--- src/rtl/multi_led_pattern_gen_if.sv ---
// Channel configuration port: one {ch, mode, duty} word per valid/ready transfer.
// Master holds the word stable while cfg_ready is low.
interface multi_led_pattern_gen_if #(
  parameter int NUM_CH   = 4,
  parameter int PWM_BITS = 8
);
  localparam int CH_W = (NUM_CH > 1) ? $clog2(NUM_CH) : 1;

  logic                cfg_valid;
  logic                cfg_ready;
  logic [CH_W-1:0]     cfg_ch;
  logic [1:0]          cfg_mode;
  logic [PWM_BITS-1:0] cfg_duty;

  modport master (
    output cfg_valid, cfg_ch, cfg_mode, cfg_duty,
    input  cfg_ready
  );

  modport slave (
    input  cfg_valid, cfg_ch, cfg_mode, cfg_duty,
    output cfg_ready
  );
endinterface

--- src/rtl/multi_led_pattern_gen.sv ---
// Multi-channel LED driver (OFF/ON/BLINK/PWM), config applied only at PWM frame boundaries.
// led is registered (1 cycle after counter state); one pending config slot, cfg_ready low while it is full.
module multi_led_pattern_gen #(
  parameter int CLK_FREQ_HZ = 50_000_000,
  parameter int NUM_CH      = 4,
  parameter int PWM_BITS    = 8,
  parameter int PWM_FREQ_HZ = 1000,
  parameter int BLINK_HZ    = 2
) (
  input  logic                      clk,
  input  logic                      rst_async,
  multi_led_pattern_gen_if.slave    cfg,
  output logic [NUM_CH-1:0]         led,
  output logic                      frame_tick
);

  localparam int PRESC      = CLK_FREQ_HZ / (PWM_FREQ_HZ * (2 ** PWM_BITS));
  localparam int BLINK_HALF = CLK_FREQ_HZ / (2 * BLINK_HZ);
  localparam int CH_W       = (NUM_CH > 1) ? $clog2(NUM_CH) : 1;
  localparam int PC_W       = (PRESC > 1) ? $clog2(PRESC) : 1;
  localparam int BC_W       = (BLINK_HALF > 1) ? $clog2(BLINK_HALF) : 1;

  generate
    if (PRESC < 1 || BLINK_HALF < 1 || NUM_CH < 1) begin : g_bad_params
      $error("multi_led_pattern_gen: PRESC, BLINK_HALF and NUM_CH must all be >= 1");
    end
  endgenerate

  typedef enum logic [1:0] {
    MODE_OFF   = 2'd0,
    MODE_ON    = 2'd1,
    MODE_BLINK = 2'd2,
    MODE_PWM   = 2'd3
  } led_mode_e;

  typedef struct packed {
    logic [CH_W-1:0]     ch;
    led_mode_e           mode;
    logic [PWM_BITS-1:0] duty;
  } cfg_word_t;

  // Reset: asserts asynchronously, releases on the 2nd clk edge after rst_async falls.
  logic [1:0] rst_sync;
  logic       rst_i;

  always_ff @(posedge clk or posedge rst_async) begin
    if (rst_async) rst_sync <= 2'b11;
    else           rst_sync <= {rst_sync[0], 1'b0};
  end

  assign rst_i = rst_sync[1];

  logic [PC_W-1:0]     presc_cnt;
  logic [PWM_BITS-1:0] pwm_cnt;
  logic [BC_W-1:0]     blink_cnt;
  logic                blink_phase;
  logic                presc_wrap;

  assign presc_wrap = (presc_cnt == PC_W'(PRESC - 1));
  assign frame_tick = !rst_i && presc_wrap && (pwm_cnt == '1);

  always_ff @(posedge clk or posedge rst_i) begin
    if (rst_i) begin
      presc_cnt   <= '0;
      pwm_cnt     <= '0;
      blink_cnt   <= '0;
      blink_phase <= 1'b0;
    end else begin
      if (presc_wrap) begin
        presc_cnt <= '0;
        pwm_cnt   <= pwm_cnt + PWM_BITS'(1);
      end else begin
        presc_cnt <= presc_cnt + PC_W'(1);
      end
      // Blink runs free of the PWM frame.
      if (blink_cnt == BC_W'(BLINK_HALF - 1)) begin
        blink_cnt   <= '0;
        blink_phase <= !blink_phase;
      end else begin
        blink_cnt <= blink_cnt + BC_W'(1);
      end
    end
  end

  cfg_word_t pend_q;
  logic      pend_vld;
  logic      accept;
  logic      commit;

  assign cfg.cfg_ready = !rst_i && !pend_vld;
  // Out-of-range channel words are consumed and dropped.
  assign accept = cfg.cfg_valid && cfg.cfg_ready && (int'(cfg.cfg_ch) < NUM_CH);
  assign commit = pend_vld && frame_tick;

  always_ff @(posedge clk or posedge rst_i) begin
    if (rst_i) begin
      pend_vld <= 1'b0;
      pend_q   <= '0;
    end else if (accept) begin
      pend_vld <= 1'b1;
      pend_q   <= '{ch: cfg.cfg_ch, mode: led_mode_e'(cfg.cfg_mode), duty: cfg.cfg_duty};
    end else if (commit) begin
      pend_vld <= 1'b0;
    end
  end

  led_mode_e           mode_q [NUM_CH];
  logic [PWM_BITS-1:0] duty_q [NUM_CH];

  always_ff @(posedge clk or posedge rst_i) begin
    if (rst_i) begin
      for (int i = 0; i < NUM_CH; i++) begin
        mode_q[i] <= MODE_OFF;
        duty_q[i] <= '0;
      end
    end else if (commit) begin
      for (int i = 0; i < NUM_CH; i++) begin
        if (pend_q.ch == CH_W'(i)) begin
          mode_q[i] <= pend_q.mode;
          duty_q[i] <= pend_q.duty;
        end
      end
    end
  end

  logic [NUM_CH-1:0] led_nxt;

  always_comb begin
    led_nxt = '0;
    for (int i = 0; i < NUM_CH; i++) begin
      case (mode_q[i])
        MODE_OFF:   led_nxt[i] = 1'b0;
        MODE_ON:    led_nxt[i] = 1'b1;
        MODE_BLINK: led_nxt[i] = blink_phase;
        MODE_PWM:   led_nxt[i] = (pwm_cnt < duty_q[i]);
        default:    led_nxt[i] = 1'b0;
      endcase
    end
  end

  always_ff @(posedge clk or posedge rst_i) begin
    if (rst_i) led <= '0;
    else       led <= led_nxt;
  end

endmodule

--- src/flat_wrapper.sv ---
// flat-port wrapper written by rule: the top's interface ports become plain ports
module multi_led_pattern_gen_flat 
#(
  parameter int CLK_FREQ_HZ = 50_000_000,
  parameter int NUM_CH      = 4,
  parameter int PWM_BITS    = 8,
  parameter int PWM_FREQ_HZ = 1000,
  parameter int BLINK_HZ    = 2
)
  (clk, rst_async, led, frame_tick, cfg_cfg_valid, cfg_cfg_ch, cfg_cfg_mode, cfg_cfg_duty, cfg_cfg_ready);
  multi_led_pattern_gen_if #(.NUM_CH(NUM_CH), .PWM_BITS(PWM_BITS)) cfg_i ();
  input  logic clk;
  input  logic rst_async;
  output logic [NUM_CH-1:0] led;
  output logic frame_tick;
  input wire logic [$bits(cfg_i.cfg_valid)-1:0] cfg_cfg_valid;
  input wire logic [$bits(cfg_i.cfg_ch)-1:0] cfg_cfg_ch;
  input wire logic [$bits(cfg_i.cfg_mode)-1:0] cfg_cfg_mode;
  input wire logic [$bits(cfg_i.cfg_duty)-1:0] cfg_cfg_duty;
  output wire logic [$bits(cfg_i.cfg_ready)-1:0] cfg_cfg_ready;
  assign cfg_i.cfg_valid = cfg_cfg_valid;
  assign cfg_i.cfg_ch = cfg_cfg_ch;
  assign cfg_i.cfg_mode = cfg_cfg_mode;
  assign cfg_i.cfg_duty = cfg_cfg_duty;
  assign cfg_cfg_ready = cfg_i.cfg_ready;
  multi_led_pattern_gen #(.CLK_FREQ_HZ(CLK_FREQ_HZ), .NUM_CH(NUM_CH), .PWM_BITS(PWM_BITS), .PWM_FREQ_HZ(PWM_FREQ_HZ), .BLINK_HZ(BLINK_HZ)) u_core (.clk(clk), .rst_async(rst_async), .cfg(cfg_i), .led(led), .frame_tick(frame_tick));
endmodule
--- config.mk ---
export PLATFORM = sky130hd
export DESIGN_NAME = multi_led_pattern_gen_flat
export DESIGN_NICKNAME = d
export VERILOG_FILES = /design/src/rtl/multi_led_pattern_gen_if.sv /design/src/rtl/multi_led_pattern_gen.sv /design/src/flat_wrapper.sv
export SDC_FILE = /design/constraint.sdc
export NUM_CORES = 1
export LEC_CHECK = 0
export CAP_MARGIN = 0
export CORE_ASPECT_RATIO = 0.8
export CORE_UTILIZATION = 61
export DETAILED_ROUTE_END_ITERATION = 10
export GPL_TIMING_DRIVEN = 0
export PLACE_DENSITY = 0.91
export SLEW_MARGIN = 15
export SYNTH_ARGS = -nofsm -noshare
export SYNTH_HDL_FRONTEND = slang
export SYNTH_SLANG_ARGS = --single-unit
--- constraint.sdc ---
create_clock -name clk -period 3.4 [get_ports clk]
set_clock_uncertainty 0.05 [all_clocks]
set_input_delay 1.02 -clock clk [delete_from_list [all_inputs] [get_ports clk]]
set_output_delay 1.02 -clock clk [all_outputs]
set_load 0.05 [all_outputs]
======== Word-level counts from Yosys, hierarchy flattened ========
Index checks and enable logic that the tools add are counted.
cells by class
  $add $sub $neg .......................... 3
  order comparisons ....................... 4
  equal/unequal tests ..................... 18
  mux-type cells .......................... 8
  reduce and logical (&&, ||, !) cells .... 18
operator list
  kind                                           number
  < comparator 8 bit                             4
  adder 24 x 1 -> 24 bit, second input constant  1
  == test 24 bit, second input constant          1
  2-to-1 mux 24 bit                              1
  == test 2 bit, second input constant           10
  adder 8 x 1 -> 8 bit, second input constant    2
  == test 8 bit, second input constant           2
  one-hot mux 1 bit (4 select lines)             4
  == test 2 x 1 -> 1 bit, second input constant  5
  logical NOT 2 bit                              5
  2-to-1 mux 8 bit                               1
  AND reduction 2 bit                            4
  logical AND 1 bit                              5
  logical NOT 1 bit                              3
  2-to-1 mux 1 bit                               2
  nonzero test 2 bit                             1
storage, ports and cells
  bits in registers ....................... 100
  bits of input ports ..................... 15
  output and inout port bits .............. 6
  word-level logic and storage cells ...... 69

======== Depth between registers and ports, before layout ========
Gate-level depths: netlist of the first run.
  depth in word-level cells ............... 6
  depth in mapped cells ................... 7
  gate-level depth less buffers ........... 6

======== Worst setup path before layout of the first run ========
Ideal clock, no wire load.
  path type ............................... flip-flop to output port
  from .................................... register u_core.presc_cnt[0]
  to ...................................... output frame_tick
  arrival ................................. 1.665 ns
  data required time ...................... 2.330 ns
  slack ................................... 0.665 ns
  cell stages (with the launch flop) ...... 6
  path buffers ............................ 0
  path through ............................ dfrtp_1 -> inv_1 -> ha_1 -> nor3b_4 -> nand4_4 -> nor2_1
on the way
  longest elaborated chain between the ends .. 3
RTL lines
  item                            RTL line                     source
  start: declaration              multi_led_pattern_gen.sv:53  logic [PC_W-1:0] presc_cnt;
  start signal: assignment        multi_led_pattern_gen.sv:73  presc_cnt <= presc_cnt + PC_W'(1);
  == test 8 bit                   multi_led_pattern_gen.sv:59  assign presc_wrap = (presc_cnt == PC_W'(PRESC - 1));
  logical AND 1 bit (2 in a row)  multi_led_pattern_gen.sv:60  assign frame_tick = !rst_i && presc_wrap && (pwm_cnt == '1);
  end: declaration                flat_wrapper.sv:15           output logic frame_tick;
No other way between the ends.

======== Final worst setup path of the first run ========
Same ends and word-level chain as after synthesis.

==> results of run 1 <==
## power groups by stage
stage | combinational (mW) | clock [mW] | sequential, mW
after floorplan | 0.0178 | 0 | 1.21
after CTS | 0.0440 | 0.749 | 1.19
final | 0.0420 | 0.732 | 1.19
after global placement | 0.0388 | 0 | 1.21
after global routing | 0.0484 | 0.798 | 1.19
after detailed placement | 0.0438 | 0 | 1.22
## sequential cells by signal (all words and copies together), names as in the netlist
| signal | cells |
|---|---|
| u_core.pend_vld | 1 |
| u_core.presc_cnt | 8 |
| u_core.blink_phase | 1 |
| u_core.duty_q | 32 |
| u_core.led | 4 |
| u_core.pwm_cnt | 8 |
| u_core.rst_sync | 2 |
| u_core.mode_q | 8 |
| u_core.blink_cnt | 24 |
| u_core.pend_q | 12 |
## metrics by stage
step,instances,setup TNS (ps),hold slack (ps),total power [mW],cell area [sq um]
floorplan,426,0,295.2,1.232,4972
global placement,554,-42760,297.2,1.254,5308
detailed placement,555,0,298.6,1.259,5338
CTS,571,0,310.5,1.985,5525
global route,571,0,323.0,2.039,5527
finish,571,0,285.6,1.966,5527
## logic make-up after synthesis
family                   count (synthesis)
AND/OR/NAND/NOR                        124
AO/OA/AOI/OAI                           37
adder cells (fa/ha/maj)                 32
buffers and inverters                   47
multiplexers                            57
flip-flops                             100
XOR/XNOR                                28
other                                    1
## Yosys cell counts, drive strengths merged (4+ instances only)
library cell | number | area [sq um]
xor2 | 11 | 96.34
a41oi | 6 | 52.55
nor3 | 8 | 45.04
o21ai | 7 | 35.03
nor4 | 5 | 52.55
inv | 38 | 142.6
a21o | 4 | 30.03
dfrtp | 98 | 2452
ha | 32 | 400.4
mux2 | 52 | 623.1
nor2 | 24 | 90.09
a21oi | 14 | 70.07
xnor2 | 17 | 148.9
nand3 | 15 | 75.07
and4 | 5 | 43.79
mux2i | 5 | 50.05
clkbuf | 7 | 28.78
and3 | 7 | 43.79
and2 | 4 | 25.02
nand2 | 21 | 78.83
nand4 | 20 | 140.1
nand2b | 5 | 31.28
## per-layer routing
metal	share of wire	wire (um)
met1	0.43	4383
met2	0.50	5039
met3	0.055	552
met5	0	0
met4	0.014	142
## area by class of cell
class                      instances  share of cell area
sequential                       100              0.4532
buffer                             9            0.008150
clock buffer                      10             0.02490
multi-input combinational        279              0.4125
timing repair buffer              21             0.04120
tap                              108             0.02445
inverter                          38             0.02626
clock inverter                     6            0.009282
## path summary, 6_finish.rpt
kind	startpoint	cells after the start	slack [ps]	end
setup / recovery	u_core.presc_cnt[0]	6	110	frame_tick
min in group clk	u_core.rst_sync[0]	0	320	u_core.rst_sync[1]
hold / removal	u_core.rst_sync[1]	1	290	u_core.led[1]
max in group asynchronous	u_core.rst_sync[1]	2	2360	u_core.duty_q[3]
setup reg to reg	u_core.presc_cnt[0]	6	910	u_core.duty_q[3]
hold reg to reg	u_core.rst_sync[1]	1	290	u_core.led[1]
## critical path, stage by stage (launching register included)
cell and delay (ps):
dfrtp_1 440, inv_1 70, ha_1 140, nor3b_4 250, nand4_4 200, nor2_1 210, clkdlybuf4s15_1 530
==> results_dict.tcl, run 1 <==
set metrics [dict create \
    wirelength_um 10120 \
    synthAdderAreaFrac 0.08052 \
    busiest_layer "met2" \
    diodes 0 \
    fin_crit_sh 0.9667 \
    synth_top_family_by_area "simple AND/OR/NAND/NOR gates" \
    setup_violations 0 \
    clockBufferDepth 2 \
    multiInputGateArea_sq_mm 0.002280 \
    regArea_sq_mm 0.002505 \
    synth_compound_area_frac 0.04781 \
    fmax_ghz 0.3042 \
    period_minus_slack_ps 3287 \
    start_util 0.6286 \
    max-slew-margin-rel 0.3688 \
    overflow 0 \
    num_vias 3376 \
    ant_nets 0 \
    status "completed" \
    syn_nets 473 \
    leakage_nw 2.586 \
    syn_inst 426 \
    peakVddDrop_mv 0.2960 \
    avgViaCountPerCell 5.912 \
    ios 21 \
    cts_resized 1 \
    p_comb_frac 0.021 \
    worst_pin_slew_ps 941.7 \
    fp.dieH_um 82.75 \
    final_util 0.6987 \
    cts_sinks 100 \
    syn-cell-area_sq_mm 0.004972 \
    p_sw_frac 0.2324 \
    clock_power_share 0.372 \
    layout_common_cells "98 x dfrtp_1, 42 x mux2_2, 37 x inv_1" \
    path_class "register to output pin" \
    cts_hold_buf 0 \
    met3_usage 0.06902 \
    antenna_found_initial 0 \
    coreArea_sq_mm 0.007910 \
    synth.distinct_cells 44 \
    rows 29 \
    final_common_cell "dfrtp_1" \
    post-cts-setup-buffers 0 \
    async_reset_ff_frac 1.000 \
    drcViolationCount 0 \
    p_per_area_mw_per_mm2 355.7 \
    nets 505 \
    clock-root-buffer "clkbuf_8" \
    ys_seq_area_frac 0.5038 \
    critPathMaxFanout 6 \
    maxSlewViolCount 0 \
    synth_mux_area_frac 0.1354 \
    clock_latency_ps 380 \
    cts_tree "done" \
    grt_pass1_vias 3426 \
    chipWidth_um 102.9 \
    cts_buffers 9 \
    synth_edf_count 0 \
    dp_hpwl_um 7331 \
    use_met1 0.3488 \
    dr.pass1.iters 4 \
    arrival_ps 2220 \
    cp.required_ps 2330 \
    drt_iter0_drc 178 \
    syn_to_final_growth_pct 11.15 \
    track_usage 0.2722 \
    synthSimpleGateAreaFrac 0.1447 \
    n_fill_cell 575 \
    pre_cts_ws_ps 221.5 \
    synth_xor_area_frac 0.04932 \
    avgRoutedWirePerCell_um 17.72 \
    gp_congestion 0.8680 \
    grt_use_met2 0.4600 \
    hp-class "register to async pin" \
    power_switching_mw 0.4568 \
    synth_ff_type "dfrtp_1" \
    grt_max_degree 58 \
    rsz0062_at_grt "no" \
    avgSynthCellArea_sq_um 11.67 \
    dieArea_sq_mm 0.008518 \
    fin_ws_ps 113.1 \
    grt_pass1_wl_um 16960 \
    numPortBuffers 20 \
    drive_gt1_frac 0.1771 \
    yosysWarningCount 0 \
    sequentialPowerShare 0.606 \
    htree_num_levels 3 \
    cp-end-kind "output pin" \
    yosys_register_bits 100 \
    p_int_mw 1.509 \
    max_cap_viol_count 0 \
    clkTransAtPathRegs_ps 100 \
    critPathLaunchType "register" \
    finalHoldViolations 0 \
]
Note: power is estimated with default switching activity, not from simulation.
==> run 2: changes to the inputs <==
--- a/config.mk
+++ b/config.mk
@@ -6,11 +6,10 @@
 export NUM_CORES = 1
 export LEC_CHECK = 0
 export CAP_MARGIN = 0
-export CORE_ASPECT_RATIO = 0.8
-export CORE_UTILIZATION = 61
+export CORE_UTILIZATION = 25
 export DETAILED_ROUTE_END_ITERATION = 10
 export GPL_TIMING_DRIVEN = 0
-export PLACE_DENSITY = 0.91
+export PLACE_DENSITY = 0.51
 export SLEW_MARGIN = 15
 export SYNTH_ARGS = -nofsm -noshare
 export SYNTH_HDL_FRONTEND = slang
==> results_dict.tcl, run 2 (synthesis gave the netlist of run 1 again) <==
set metrics [dict create \
    status "completed" \
    crit_end "frame_tick" \
    dp_hpwl_um 7284 \
    fmax_ghz 0.3133 \
    cts_tree "done" \
    maxSlewViolCount 0 \
    total_power_mw 2.280 \
    worst_pin_slew_ps 992.2 \
    track_usage 0.1095 \
    top_regs "u_core.duty_q x32, u_core.blink_cnt x24, u_core.pend_q x12" \
    max-slew-margin-rel 0.3349 \
    max_cap_viol_count 0 \
    nets 505 \
    regMostFlops "u_core.duty_q" \
    pre_cts_ws_ps 234.5 \
    fin_ws_ps 208.1 \
    dieArea_sq_mm 0.02046 \
    place_area_sq_mm 0.005537 \
    critPathLaunchType "register" \
    cts_buffers 9 \
    p_int_mw 1.799 \
    peakVddDrop_mv 0.2163 \
    clock-root-buffer "clkbuf_16" \
    top_layer "met4" \
    post-cts-setup-buffers 0 \
    p_per_area_mw_per_mm2 390.5 \
    gp_congestion 0.8594 \
    worstReg2RegStart "u_core.presc_cnt[0]" \
    clock_latency_ps 340 \
    coreArea_sq_mm 0.01946 \
    syn_to_final_growth_pct 17.41 \
    dr.pass1.iters 4 \
    numPortBuffers 20 \
    num_vias 3205 \
    arrival_ps 2120 \
    avgViaCountPerCell 4.402 \
    drive_gt1_frac 0.1771 \
    drt-met1-wl_um 4759 \
    layout_common_cells "98 x dfrtp_1, 42 x mux2_2, 37 x inv_1" \
    reg2reg_depth 6 \
    start_util 0.2555 \
    rrSetupSlack_ps 900 \
    htree_num_levels 3 \
    dr_wl_met2_um 5009 \
    largest_reg_flops 32 \
    grt_max_degree 51 \
    cts_sinks 100 \
    path_class "register to output pin" \
    cp-end-kind "output pin" \
    critPathMaxFanout 6 \
    grt_pass1_wl_um 17290 \
    chipWidth_um 143.0 \
    p_comb_frac 0.019 \
    drt_iter0_drc 135 \
    period_minus_slack_ps 3192 \
    p_sw_frac 0.2112 \
    design_area_sq_mm 0.005838 \
    worst_r2r_endpoint "u_core.mode_q[0]" \
    holdWs_ps 262.4 \
    avgRoutedWirePerCell_um 13.99 \
    rsz0062_at_grt "no" \
    fin_setup_tns_ps 0 \
    clkTransAtPathRegs_ps 70 \
    grt_pass1_vias 3434 \
    rows 51 \
    drcViolationCount 0 \
    fp.dieH_um 143.0 \
    clockBufferDepth 2 \
    fin_crit_sh 0.9388 \
    overflow 0 \
    cts_hold_buf 0 \
    ant_nets 0 \
    ios 21 \
    startpoint "u_core.presc_cnt[0]" \
    finalHoldViolations 0 \
    cts_resized 1 \
    cp.required_ps 2330 \
    leakage_nw 2.634 \
    power_switching_mw 0.4814 \
    wirelength_um 10190 \
    hp-class "register to async pin" \
    diodes 0 \
    setup_violations 0 \
    sequentialPowerShare 0.523 \
    clock_power_share 0.458 \
    wl_met3_um 286 \
    antenna_found_initial 0 \
    final_common_cell "dfrtp_1" \
]
==> run 2: through the flow <==
step,cells,utilization
3_5_place_dp,712,0.2845
3_3_place_gp,711,0.2828
2_1_floorplan,426,-
4_1_cts,728,0.3000
6_report,728,0.3000
5_1_grt,728,0.3000
==> run 2: how the worst min path moves through the flow <==
| stage | depth (start not counted) | end | slack, ps |
|---|---|---|---|
| detailed placement | 1 | u_core.pend_vld | 280 |
| finish | 1 | u_core.pend_vld | 260 |
| global route | 1 | u_core.pend_vld | 310 |
| floorplan | 0 | u_core.rst_sync[1] | 300 |
| CTS | 1 | u_core.pend_vld | 290 |
| global placement | 0 | u_core.rst_sync[1] | 300 |
==> run 2: power groups by stage <==
stage	combinational [mW]	sequential (mW)	clock (mW)
after floorplan	0.0178	1.21	0
after global placement	0.0412	1.21	0
after detailed placement	0.0465	1.22	0
after CTS	0.0462	1.19	1.08
after global routing	0.0499	1.19	1.12
final	0.0436	1.19	1.04
==> run 2: worst max-delay path, stage by stage, from the launching register on <==
cell and delay [ps]:
dfrtp_1 420, inv_1 80, ha_1 140, nor3b_4 260, nand4_4 190, nor2_1 150
dlygate4sd2_1 540
==> run 2: final cells by class <==
cell class | count | area [sq um]
Multi-Input combinational cell | 279 | 2280
Fill cell | 1993 | 13620
Inverter | 38 | 147.6
Buffer | 9 | 45.04
Timing Repair Buffer | 21 | 226.5
Clock inverter | 6 | 63.81
Clock buffer | 10 | 239.0
Sequential cell | 100 | 2505
Tap cell | 265 | 331.6
==> run 2: metal layers <==
layer,vias to the layer above,track usage
met5,-,0
met3,13,0.02549
met1,1596,0.1348
met2,36,0.1884
li1,1560,-
met4,0,0.03396
==> run 3: changes to the inputs <==
--- a/config.mk
+++ b/config.mk
@@ -9,7 +9,7 @@
 export CORE_UTILIZATION = 25
 export DETAILED_ROUTE_END_ITERATION = 10
 export GPL_TIMING_DRIVEN = 0
-export PLACE_DENSITY = 0.51
+export PLACE_DENSITY = 0.44
 export SLEW_MARGIN = 15
 export SYNTH_ARGS = -nofsm -noshare
 export SYNTH_HDL_FRONTEND = slang
==> results_dict.tcl, run 3 (synthesis gave the netlist of run 1 again) <==
set metrics [dict create \
    drive_gt1_frac 0.1728 \
    final_common_cell "dfrtp_1" \
    max_cap_viol_count 0 \
    grt_pass1_wl_um 17770 \
    htree_num_levels 3 \
    path_class "register to output pin" \
    avgViaCountPerCell 4.423 \
    period_minus_slack_ps 3179 \
    clock_power_share 0.471 \
    numPortBuffers 20 \
    dr.pass1.iters 4 \
    status "completed" \
    dp.cells 712 \
    cp.required_ps 2330 \
    p_int_mw 1.874 \
    cts_buffers 9 \
    cts_hold_buf 0 \
    post-cts-setup-buffers 0 \
    top_regs "u_core.duty_q x32, u_core.blink_cnt x24, u_core.pend_q x12" \
    setup_violations 0 \
    chipWidth_um 143.0 \
    overflow 0 \
    finalHoldViolations 0 \
    coreArea_sq_mm 0.01946 \
    largest_reg_flops 32 \
    critPathLaunchType "register" \
    grt_max_degree 51 \
    clock_latency_ps 340 \
    worst_r2r_endpoint "u_core.blink_cnt[19]" \
    track_usage 0.1145 \
    ios 21 \
    fin_crit_sh 0.9350 \
    worstReg2RegStart "u_core.blink_cnt[0]" \
    regMostFlops "u_core.duty_q" \
    grt_pass1_vias 3471 \
    p_comb_frac 0.019 \
    clockBufferDepth 2 \
    worst_pin_slew_ps 984.1 \
    start_util 0.2555 \
    drcViolationCount 0 \
    instances_no_fill 728 \
    layout_common_cells "98 x dfrtp_1, 42 x mux2_2, 37 x inv_1" \
    critPathMaxFanout 6 \
    num_vias 3220 \
    antenna_found_initial 0 \
    p_sw_frac 0.1988 \
    design_area_sq_mm 0.005854 \
    power_switching_mw 0.4649 \
    clkTransAtPathRegs_ps 60 \
    cts_tree "done" \
    dieArea_sq_mm 0.02046 \
    nets 505 \
    p_per_area_mw_per_mm2 399.5 \
    place_area_sq_mm 0.005537 \
    diodes 0 \
    max-slew-margin-rel 0.3404 \
    ant_nets 0 \
    reg2reg_depth 6 \
    maxSlewViolCount 0 \
    wirelength_um 10570 \
    hp-class "register to async pin" \
    cts_sinks 100 \
    fmax_ghz 0.3146 \
    dp_hpwl_um 7504 \
    gp_congestion 0.8237 \
    avgRoutedWirePerCell_um 14.52 \
    cp-end-kind "output pin" \
    arrival_ps 2110 \
    syn_to_final_growth_pct 17.74 \
    drt_iter0_drc 109 \
    rsz0062_at_grt "no" \
    fp.dieH_um 143.0 \
    leakage_nw 2.643 \
    clock-root-buffer "clkbuf_16" \
    fin_setup_tns_ps 0 \
    sequentialPowerShare 0.510 \
    rrSetupSlack_ps 900 \
    peakVddDrop_mv 0.2396 \
    rows 51 \
]
## run 3: cell types whose count changed in the layout (fill, tap and decap cells not counted), sizes merged
cell	before	now
bufinv	1	2
clkbuf	17	19
clkinv	3	1
clkinvlp	2	1
## run 3: worst max-delay path by stage
stage / depth (start not counted) / slack [ps] / endpoint / startpoint
floorplan: 1 / 430 / u_core.blink_cnt[0] / u_core.rst_sync[1]
global placement: 1 / -740 / u_core.blink_cnt[6] / u_core.rst_sync[1]
detailed placement: 6 / 250 / frame_tick / u_core.presc_cnt[0]
CTS: 6 / 150 / frame_tick / u_core.presc_cnt[0]
global route: 6 / 60 / frame_tick / u_core.presc_cnt[0]
finish: 6 / 220 / frame_tick / u_core.presc_cnt[0]
## run 3: layout make-up
type	count	area, sq um
buffer	9	45.04
clock buffer	12	246.5
clock inverter	4	72.57
fill	1981	13610
inverter	38	147.6
multi-input combinational	279	2280
sequential	100	2505
tap	265	331.6
timing repair buffer	21	226.5
## run 3: stage by stage
stage               hold WS (ps)  total power [mW]  utilization  setup WS (ps)
floorplan                  295.2             1.232            -          433.0
global placement           297.0             1.257       0.2828         -738.3
detailed placement         282.5             1.262       0.2845          245.2
CTS                        290.0             2.391       0.3008          151.1
global route               315.4             2.437       0.3008          59.20
finish                     258.5             2.339       0.3008          221.0
## run 3: repair_timing
action                     4_1_cts  5_1_grt
hold endpoints to repair         0        0
gates resized for setup          1        0
setup endpoints to repair        1        0
## run 3: routing by layer
layer  global-route usage  routed length [um]  vias to the layer above
li1                     -                   -                     1564
met1               0.1360                4819                     1610
met2               0.2026                5317                       38
met3              0.03454                 341                        8
met4              0.02377                  92                        0
met5                    0                   0                        -
## run 3: worst max-delay path, stage by stage (launching register included)
cell,delay [ps]
dfrtp_1,410
inv_1,70
ha_1,140
nor3b_4,270
nand4_4,180
nor2_1,160
dlygate4sd2_1,540
## run 3: power groups by stage
stage          sequential [mW]  combinational, mW  clock (mW)
4_1_cts                   1.19             0.0471        1.15
2_1_floorplan             1.21             0.0178           0
3_3_place_gp              1.21             0.0418           0
5_1_grt                   1.19             0.0512        1.19
6_report                  1.19             0.0444        1.10
3_5_place_dp              1.22             0.0468           0
